[src/rtl/ram2_pingpong_ctrl.sv]
// ram2_pingpong_ctrl: sequences a simple dual-port RAM as two ping-pong frame banks.
// Optional macro RAM2_PINGPONG_STATS_EN adds the frame_cnt / drop_cnt statistics outputs.
module ram2_pingpong_ctrl #(
    parameter int ADDR_WIDTH = 10,
    parameter int DATA_WIDTH = 32,
    parameter int RD_LATENCY = 1
) (
    input  logic                  clk,
    input  logic                  rst,
    input  logic [DATA_WIDTH-1:0] s_data,
    input  logic                  s_valid,
    output logic                  ram_wr_en,
    output logic [ADDR_WIDTH-1:0] ram_wr_addr,
    output logic [DATA_WIDTH-1:0] ram_wr_data,
    output logic [ADDR_WIDTH-1:0] ram_rd_addr,
    input  logic [DATA_WIDTH-1:0] ram_rd_data,
    output logic                  frame_ready,
    input  logic                  rd_start,
    output logic [DATA_WIDTH-1:0] m_data,
    output logic                  m_valid,
    output logic                  m_last,
    output logic                  busy,
    output logic                  overflow,
`ifdef RAM2_PINGPONG_STATS_EN
    output logic [15:0]           frame_cnt,
    output logic [15:0]           drop_cnt,
`endif
    input  logic                  clr_ovf
);
    // state | meaning
    // IDLE  | waiting for rd_start while a full bank is pending
    // READ  | issuing FRAME consecutive read addresses from rd_bank
    // DRAIN | waiting for the last tagged word to reach m_data
    typedef enum logic [1:0] {IDLE, READ, DRAIN} rd_state_t;

    localparam int PTR_W = ADDR_WIDTH - 1;
    localparam logic [PTR_W-1:0] LAST_PTR = '1;

    rd_state_t        state;
    logic             wr_bank;
    logic             rd_bank;
    logic [PTR_W-1:0] wr_ptr;
    logic [PTR_W-1:0] rd_cnt;
    logic [1:0]       full;
    logic [1:0]       full_nxt;
    logic             rd_bank_nxt;
    logic [RD_LATENCY:0] vld_pipe;
    logic [RD_LATENCY:0] last_pipe;
    logic             accept;
    logic             drop;
    logic             wr_done;
    logic             rd_done;

    assign accept  = s_valid && !full[wr_bank];
    assign drop    = s_valid && full[wr_bank];
    assign wr_done = accept && (wr_ptr == LAST_PTR);
    assign rd_done = (state == DRAIN) && vld_pipe[RD_LATENCY] && last_pipe[RD_LATENCY];

    // Writer and reader never touch the same bank, so set and clear are independent.
    always_comb begin
        full_nxt = full;
        if (wr_done)
            full_nxt[wr_bank] = 1'b1;
        if (rd_done)
            full_nxt[rd_bank] = 1'b0;
        rd_bank_nxt = rd_bank ^ rd_done;
    end

    always_ff @(posedge clk or posedge rst) begin
        if (rst) begin
            ram_wr_en   <= 1'b0;
            ram_wr_addr <= '0;
            ram_wr_data <= '0;
            wr_ptr      <= '0;
            wr_bank     <= 1'b0;
            overflow    <= 1'b0;
        end else begin
            ram_wr_en <= accept;
            if (accept) begin
                ram_wr_addr <= {wr_bank, wr_ptr};
                ram_wr_data <= s_data;
                wr_ptr      <= wr_ptr + 1'b1;
                if (wr_ptr == LAST_PTR)
                    wr_bank <= ~wr_bank;
            end
            if (drop)
                overflow <= 1'b1;
            else if (clr_ovf)
                overflow <= 1'b0;
        end
    end

    // frame_ready follows the post-update bank state so a back-to-back start sees the next bank.
    always_ff @(posedge clk or posedge rst) begin
        if (rst) begin
            full        <= 2'b00;
            rd_bank     <= 1'b0;
            frame_ready <= 1'b0;
        end else begin
            full        <= full_nxt;
            rd_bank     <= rd_bank_nxt;
            frame_ready <= full_nxt[rd_bank_nxt];
        end
    end

    always_ff @(posedge clk or posedge rst) begin
        if (rst) begin
            state       <= IDLE;
            rd_cnt      <= '0;
            ram_rd_addr <= '0;
            busy        <= 1'b0;
            vld_pipe    <= '0;
            last_pipe   <= '0;
            m_valid     <= 1'b0;
            m_last      <= 1'b0;
            m_data      <= '0;
        end else begin
            vld_pipe  <= {vld_pipe[RD_LATENCY-1:0], state == READ};
            last_pipe <= {last_pipe[RD_LATENCY-1:0], (state == READ) && (rd_cnt == LAST_PTR)};
            m_valid   <= vld_pipe[RD_LATENCY];
            m_last    <= vld_pipe[RD_LATENCY] && last_pipe[RD_LATENCY];
            if (vld_pipe[RD_LATENCY])
                m_data <= ram_rd_data;
            case (state)
                IDLE: begin
                    if (rd_start && frame_ready) begin
                        state  <= READ;
                        rd_cnt <= '0;
                        busy   <= 1'b1;
                    end
                end
                READ: begin
                    ram_rd_addr <= {rd_bank, rd_cnt};
                    rd_cnt      <= rd_cnt + 1'b1;
                    if (rd_cnt == LAST_PTR)
                        state <= DRAIN;
                end
                DRAIN: begin
                    if (rd_done) begin
                        state <= IDLE;
                        busy  <= 1'b0;
                    end
                end
                default: state <= IDLE;
            endcase
        end
    end

`ifdef RAM2_PINGPONG_STATS_EN
    // A drop coinciding with clr_ovf is counted as the first drop after the clear.
    always_ff @(posedge clk or posedge rst) begin
        if (rst) begin
            frame_cnt <= 16'h0000;
            drop_cnt  <= 16'h0000;
        end else begin
            if (rd_done)
                frame_cnt <= frame_cnt + 16'h0001;
            if (clr_ovf)
                drop_cnt <= {15'h0000, drop};
            else if (drop && (drop_cnt != 16'hFFFF))
                drop_cnt <= drop_cnt + 16'h0001;
        end
    end
`else
    // Statistics disabled: no extra ports or registers.
`endif

endmodule

[config.mk]
export PLATFORM = sky130hd
export DESIGN_NAME = ram2_pingpong_ctrl
export DESIGN_NICKNAME = d
export VERILOG_FILES = /design/src/rtl/ram2_pingpong_ctrl.sv
export SDC_FILE = /design/constraint.sdc
export NUM_CORES = 1
export LEC_CHECK = 0
export ABC_AREA = 1
export ABC_CLOCK_PERIOD_IN_PS = 4300
export CORE_UTILIZATION = 40
export CTS_BUF_LIST = sky130_fd_sc_hd__clkbuf_4
export DETAILED_ROUTE_END_ITERATION = 10
export PLACE_DENSITY = 0.79
export SYNTH_ARGS = -nofsm -noshare
export SYNTH_HDL_FRONTEND = slang
export SYNTH_SLANG_ARGS = --single-unit
[constraint.sdc]
create_clock -name clk -period 4.3 [get_ports clk]
set_input_delay 0.86 -clock clk [delete_from_list [all_inputs] [get_ports clk]]
set_output_delay 0.86 -clock clk [all_outputs]
set_load 0.005 [all_outputs]
# Yosys cells after proc, flatten, opt, wreduce, memory -nomap -nowiden
# Cells that the tools add are included.
[totals] register_bits=118 in_bits=69 output_inout_bits=90 wordCells=77
[op_classes] add_sub_neg=2 n_lt_le_gt_ge=5 n_eq_ne=7 muxes=21 n_bitwise=5 n_reduce_logical=19
[ops] operator="9-bit by 1-bit adder with 9-bit output, second input constant" n=2
[ops] operator="9-bit == test, second input constant" n=2
[ops] operator="9-bit one-hot mux with 2 select lines" n=1
[ops] operator="1-bit logical AND" n=10
[ops] operator="1-bit two-way mux" n=10
[ops] operator="2-bit two-way mux" n=5
[ops] operator="9-bit two-way mux" n=1
[ops] operator="1-bit by 2-bit < comparator with 1-bit output, second input constant" n=3
[ops] operator="2-bit one-hot mux with 3 select lines" n=1
[ops] operator="3-bit AND reduction" n=2
[ops] operator="2-bit nonzero test" n=3
[ops] operator="2-bit != test, second input constant" n=2
[ops] operator="2-bit AND reduction" n=2
[ops] operator="2-bit AND" n=1
[ops] operator="1-bit demux with 1-bit select" n=2
[ops] operator="2-bit by 1-bit == test with 1-bit output, second input constant" n=1
[ops] operator="2-bit == test, second input constant" n=1
[ops] operator="1-bit >= comparator, second input constant" n=2
[ops] operator="2-bit zero test" n=1
[ops] operator="2-bit by 1-bit != test with 1-bit output, second input constant" n=1
[ops] operator="2-bit NOT" n=1
[ops] operator="2-bit OR" n=1
[ops] operator="1-bit one-hot mux with 2 select lines" n=1
[ops] operator="1-bit zero test" n=1
[ops] operator="other kinds (2)" n=2

# Logic depth before layout (Yosys ltp)
# Gate-level depths: netlist of the first run.
[logic_depth] depth_word=10 depth_mapped=9 ltp_nobuf=9

# Worst setup path after synthesis of the first run
# No wires, ideal clock.
[synth_path] path_kind="flip-flop to flip-flop" from="register wr_ptr[1]" to="register full[0]" arrival_time_ns=1.477 path_slack_ns=2.759 stages_incl_launch_ff=9 n_path_buf=0 cell_sequence="dfrtp_1 ha_1 nand2_1 nor3_1 nand2_1 nor2_1 ha_1 a31o_2 o21a_1"
[synth_via] elab_chain_len=5
[synth_rtl] item="start, declared" line="42" rtl="logic [PTR_W-1:0] wr_ptr;"
[synth_rtl] item="start signal, assigned" line="82" rtl="wr_ptr <= wr_ptr + 1'b1;"
[synth_rtl] item="9-bit == test (*)" line="56" rtl="assign wr_done = accept && (wr_ptr == LAST_PTR);"
[synth_rtl] item="1-bit logical AND (*)" line="56"
[synth_rtl] item="2-bit two-way mux (*)" line="62" rtl="if (wr_done)"
[synth_rtl] item="2-bit AND (no line)"
[synth_rtl] item="2-bit two-way mux (*)" line="64" rtl="if (rd_done)"
[synth_rtl] item="net full_nxt[0]" line="45" rtl="logic [1:0] full_nxt;"
[synth_rtl] item="end signal, assigned" line="100" rtl="full <= full_nxt;"
[synth_rtl] item="end, declared" line="44" rtl="logic [1:0] full;"
# Mark *: on every way through the listed nets, which the timed path passes. The rest lies on a longest branch.
# A chain may end at the register's enable or synchronous reset.

# Worst setup path after layout of the first run
[layout_path] from="input s_valid" to="register wr_ptr[6]"
[layout_via] elab_chain_len=1
[layout_rtl] item="start, declared" line="11" rtl="input logic s_valid,"
[layout_rtl] item="1-bit logical AND" line="54" rtl="assign accept = s_valid && !full[wr_bank];"
# No other way between the ends.

==> impl_metrics.yaml, run 1 <==
status:
  status: "completed"
floorplan:
  rows: 39
  die_w_um: 110
  die_y_um: 110
  start_util_pct: 41.0
  ios: 159
  core_um2: 11400
  die-area_um2: 12100
sta:
  setup_tns_ps: 0
  finalHoldViolations: 0
  holdWs_ps: 355
  skew_ps: 18.9
  rsz0062_at_grt: "no"
  maxSlewViolCount: 0
  fmax_ghz: 0.413
  setup_viol_count_final: 0
  min_period_over_period_pct: 56.4
  min_period_ps: 2420
  max_slew_margin_pct: 53.1
  tightest_slew_ps: 704
final_layout:
  layout_common_cells: "187 x nand2_1, 158 x clkdlybuf4s50_1, 118 x dfrtp_1, 32 x mux2_2, 26 x inv_1"
  finish.utilization_pct: 57.6
  postLayoutCellArea_um2: 6580
  drive_gt1_share_pct: 12.0
  areaGrowthSynthToFinish_pct: 40.7
  nets: 688
  antennaDiodeCount: 0
  final_common_cell: "nand2_1"
drt:
  vias: 3635
  wl_per_cell_um: 13.3
  drc: 0
  dr.pass1.iters: 5
  drtIter0Drc: 239
  totalWireLength_um: 10300
  antenna_left: 0
  vias_per_cell: 4.72
worst_setup_path:
  worstSetupPathType: "in -> reg"
  crit_path_end_kind: "flop"
  crit_fanout: 57
  required_ps: 4700
  crit_path_start_kind: "primary input"
  crit_arrival_ps: 2820
synthesis:
  ys_seq_elements: 118
  ys_warn_count: 0
  ys_types: 26
  synthesis.area_um2: 4680
  yosysTopAreaCellShare_pct: 63.1
  synth_top_area_cell: "dfrtp_1"
  seq_area_frac_synth_pct: 63.1
  yosys-top-cells-area: "dfrtp_1 63%, nand2_1 15%, mux2_2 7.7%"
  syn-mean-instance-area_um2: 10.3
  synth_nets: 526
  syn_inst: 453
pwr:
  pwr-share-seq_pct: 54.1
  swShare_pct: 26.2
  p_comb_share_pct: 16.4
  p_switching_w: 0.000610
  power_density_nw_per_um2: 354
  power_leakage_nw: 3.09
  pwr-share-clk_pct: 29.4
  ir_worst_vdd_uv: 198
  p_int_w: 0.00172
  fin_total_pwr_w: 0.00233
placement:
  placed_cell_area_um2: 6340
  io_buffers: 158
  gp_congestion: 0.780
  dp_hpwl_um: 7200
global_routing:
  grt_pass1_wl_um: 16700
  track_usage_pct: 18.2
  grt_overflow: 0
  grt_max_degree: 63
  antenna_found_initial: 0
  grt_pass1_vias: 3672
clock_network:
  ctsHoldBuffers: 0
  clock-sinks: 118
  post_cts_resized: 0
  cts_buffers: 17
  cts_tree: "built"
  clk_pin_slew_ps: 100
  htreeDepth: 4
  cts-root-buf: "clkbuf_4"
  clockBufferDepth: 2
  clock_latency_ps: 500
  cts_setup_buffers: 0
run:
  max_cap_violations: 0
min_path:
  hold_class: "reg -> reg"
[worst max-delay path: stages]
cell,delay (ps)
clkdlybuf4s50_1,560
nand3_4,530
inv_4,600
nand2_1,100
nand2_1,70
nand2_1,40
[power groups by stage]
| stage | clock network, W | logic, W | registers, W |
|---|---|---|---|
| after floorplan | 0 | 0.000153 | 0.00128 |
| after global placement | 0 | 0.000376 | 0.00128 |
| after detailed placement | 0 | 0.000388 | 0.00128 |
| after CTS | 0.000708 | 0.000391 | 0.00126 |
| after global routing | 0.000765 | 0.000428 | 0.00127 |
| final | 0.000685 | 0.000383 | 0.00126 |
[layer usage]
layer / track usage (%) / wire [um] / up-vias / share of wire [%]
met5: 0 / 0 / - / 0
met4: 6.77 / 147 / 0 / 1.4
met3: 5.58 / 609 / 15 / 5.9
met2: 30.7 / 5120 / 106 / 50
met1: 21.8 / 4380 / 1755 / 43
li1: - / - / 1759 / -
[synth_stat cells]
master	n
nor3_1	2
nand2_1	187
buf_2	9
mux2_2	32
inv_1	27
o21ai_0	14
nand4_1	3
inv_2	1
o21ai_1	9
nor2_4	1
inv_4	1
xor2_1	2
ha_1	4
nor2_2	1
nand2_2	1
and2_1	1
a31o_2	2
nor2_1	8
buf_6	5
o21a_1	1
dfrtp_1	118
nand3_1	16
buf_4	3
o22ai_1	1
nand3_4	1
o21ai_2	3
[cells by family after synthesis]
| family | share of synthesized area (%) |
|---|---|
| compound gates | 3.69 |
| xor+xnor | 0.375 |
| fa+ha+maj | 1.07 |
| buf+inv | 5.03 |
| flops | 63.1 |
| mux | 7.70 |
| simple gates | 19.0 |
[final cells by class]
cell class / count / area (um^2)
clock buffer: 20 / 150
sequential: 118 / 2950
clock inverter: 11 / 86.3
tap: 143 / 179
timing repair buffer: 160 / 1610
fill: 993 / 4840
multi-input combinational: 289 / 1490
inverter: 29 / 114
[flip-flops by register name, indices dropped and copies added (netlist names), 2 cells and up]
name and flops:
full 2, ram_rd_addr 10, state 2, vld_pipe 2, ram_wr_addr 10, rd_cnt 9, last_pipe 2, wr_ptr 9
m_data 32, ram_wr_data 32
[final timing paths]
kind	slack, ps	end	startpoint	cells after the start
worst min-delay path	360	last_pipe[1]	last_pipe[0]	0
max in group asynchronous	2670	wr_ptr[4]	rst	3
worst max-delay path	1880	wr_ptr[6]	s_valid	6
worst min register to register	360	last_pipe[1]	last_pipe[0]	0
min in group asynchronous	800	m_data[19]	rst	2
worst max register to register	2250	wr_ptr[6]	wr_bank	6
[metrics by stage]
stage | setup slack (ps) | cells
CTS | 1910 | 770
finish | 1880 | 770
global route | 1720 | 770
detailed placement | 1350 | 739
global placement | 1420 | 739
floorplan | 311 | 453
(Power assumes the default switching activity.)
==> inputs of run 2 (changes only) <==
- ABC_CLOCK_PERIOD_IN_PS: 4300 -> 2440
- clock period: 4.3 -> 2.44 ns (I/O delays scaled with it)
==> run 2 against run 1 <==
Net effect: final area is 0.72% higher; clock-buffer cell count unchanged; non-clock buffer count is 3 higher; critical path type is now reg -> out; critical endpoint is now ram_wr_data[28]; largest cell class unchanged.
==> impl_metrics.yaml, run 2 (synthesis gave the netlist of run 1 again) <==
worst_setup_path:
  crit_arrival_ps: 1410
  worstPathCellList: "clkdlybuf4s50_1"
  crit_path_start_kind: "flop"
  crit_cells: 1
  crit_fanout: 2
  cpLargestDelayFamily: "buffers and inverters"
  r2r_cells: 9
  path_buf_inv: 1
  worst_path_largest_cell_delay_ps: 520
  worstSetupPathType: "reg -> out"
  crit_path_top_delay_cell: "clkdlybuf4s50_1"
  crit_path_end_kind: "output pin"
  required_ps: 1950
min_path:
  hold_class: "reg -> reg"
  hold_depth: 0
sta:
  setup_tns_ps: 0
  maxSlewViolCount: 0
  rsz0062_at_grt: "no"
  fmax_ghz: 0.528
  tightest_slew_ps: 674
  skew_ps: 16.8
  max_slew_margin_pct: 55.0
  min_period_over_period_pct: 77.6
  min_period_ps: 1890
  finalHoldViolations: 0
  setup_viol_count_final: 0
status:
  status: "completed"
placement:
  placed_cell_area_um2: 6370
  dp_hpwl_um: 7350
  gp_congestion: 0.736
  io_buffers: 158
final_layout:
  drive_gt1_share_pct: 12.4
  final_common_cell: "nand2_1"
  areaGrowthSynthToFinish_pct: 41.7
  layout_common_cells: "187 x nand2_1, 158 x clkdlybuf4s50_1, 118 x dfrtp_1, 32 x mux2_2, 26 x inv_1"
  antennaDiodeCount: 0
  reg_top3: "m_data x32, ram_wr_data x32"
  postLayoutCellArea_um2: 6630
  nets: 691
clock_network:
  cts_buffers: 17
  htreeDepth: 4
  clock_latency_ps: 490
  clockBufferDepth: 2
  post_cts_resized: 0
  clk_pin_slew_ps: 100
  ctsHoldBuffers: 0
  cts-root-buf: "clkbuf_4"
  cts_tree: "built"
  cts_setup_buffers: 0
  clock-sinks: 118
drt:
  wl_per_cell_um: 13.5
  drc: 0
  vias: 3698
  drtIter0Drc: 222
  totalWireLength_um: 10400
  vias_per_cell: 4.78
  antenna_left: 0
  dr.pass1.iters: 4
pwr:
  p_comb_share_pct: 16.1
  power_leakage_nw: 3.12
  power_density_nw_per_um2: 637
  swShare_pct: 25.7
  p_switching_w: 0.00109
  ir_worst_vdd_uv: 384
  p_int_w: 0.00314
  pwr-share-seq_pct: 52.7
  pwr-share-clk_pct: 31.2
floorplan:
  start_util_pct: 41.0
  die-area_um2: 12100
  ios: 159
  die_w_um: 110
  rows: 39
  core_um2: 11400
  die_y_um: 110
global_routing:
  antenna_found_initial: 0
  grt_max_degree: 86
  grt_pass1_vias: 3611
  track_usage_pct: 17.7
  grt_overflow: 0
  grt_pass1_wl_um: 16500
run:
  max_cap_violations: 0
run 2: cell count changes in the layout (fill, tap and decap cells not counted):
| cell | previous run | this run |
|---|---|---|
| clkinvlp_4 | 2 | 1 |
| bufinv_16 | 1 | 2 |
| buf_4 | 1 | 4 |
| inv_4 | 2 | 1 |
| clkinv_4 | 1 | 2 |
run 2: final cells by class:
| type | instances | area [um^2] |
|---|---|---|
| flip-flops and latches | 118 | 2950 |
| clock inverters | 11 | 110 |
| clock buffers | 20 | 150 |
| fillers | 999 | 4790 |
| repair buffers | 163 | 1630 |
| well taps | 143 | 179 |
| multi-input cells | 289 | 1490 |
| inverters | 29 | 115 |
run 2: power groups by stage:
stage,Combinational [W],Sequential [W],Clock [W]
2_1_floorplan,0.000271,0.00225,0
3_3_place_gp,0.000665,0.00225,0
3_5_place_dp,0.000688,0.00226,0
4_1_cts,0.000691,0.00222,0.00137
5_1_grt,0.000757,0.00224,0.00144
6_report,0.000679,0.00222,0.00132
run 2: routing by layer:
metal	part of all wire [%]	track usage [%]	wire length, um	up-vias
met5	0	0	0	-
met4	0.98	6.48	102	0
met3	6.2	4.41	652	11
met2	49	29.3	5140	116
met1	44	22.6	4550	1805
li1	-	-	-	1766
run 2: final timing paths:
check	start	end	slack (ps)
worst max register to register	wr_ptr[1]	frame_ready	590
worst max-delay path	ram_wr_data[28]	ram_wr_data[28]	550
worst min register to register	vld_pipe[0]	vld_pipe[1]	340
max in group asynchronous	rst	ram_rd_addr[8]	1590
min in group asynchronous	rst	full[1]	470
worst min-delay path	vld_pipe[0]	vld_pipe[1]	340
run 2: stage by stage:
step | power (W) | util (%) | worst slack, ps | hold WS, ps | instances
after global routing | 0.00445 | 58.0 | 349 | 346 | 773
after floorplan | 0.00252 | - | 511 | 331 | 453
after global placement | 0.00291 | 55.8 | 363 | 332 | 742
after detailed placement | 0.00295 | 55.8 | 275 | 335 | 742
final | 0.00422 | 58.0 | 546 | 337 | 773
after CTS | 0.00428 | 58.0 | 483 | 337 | 773
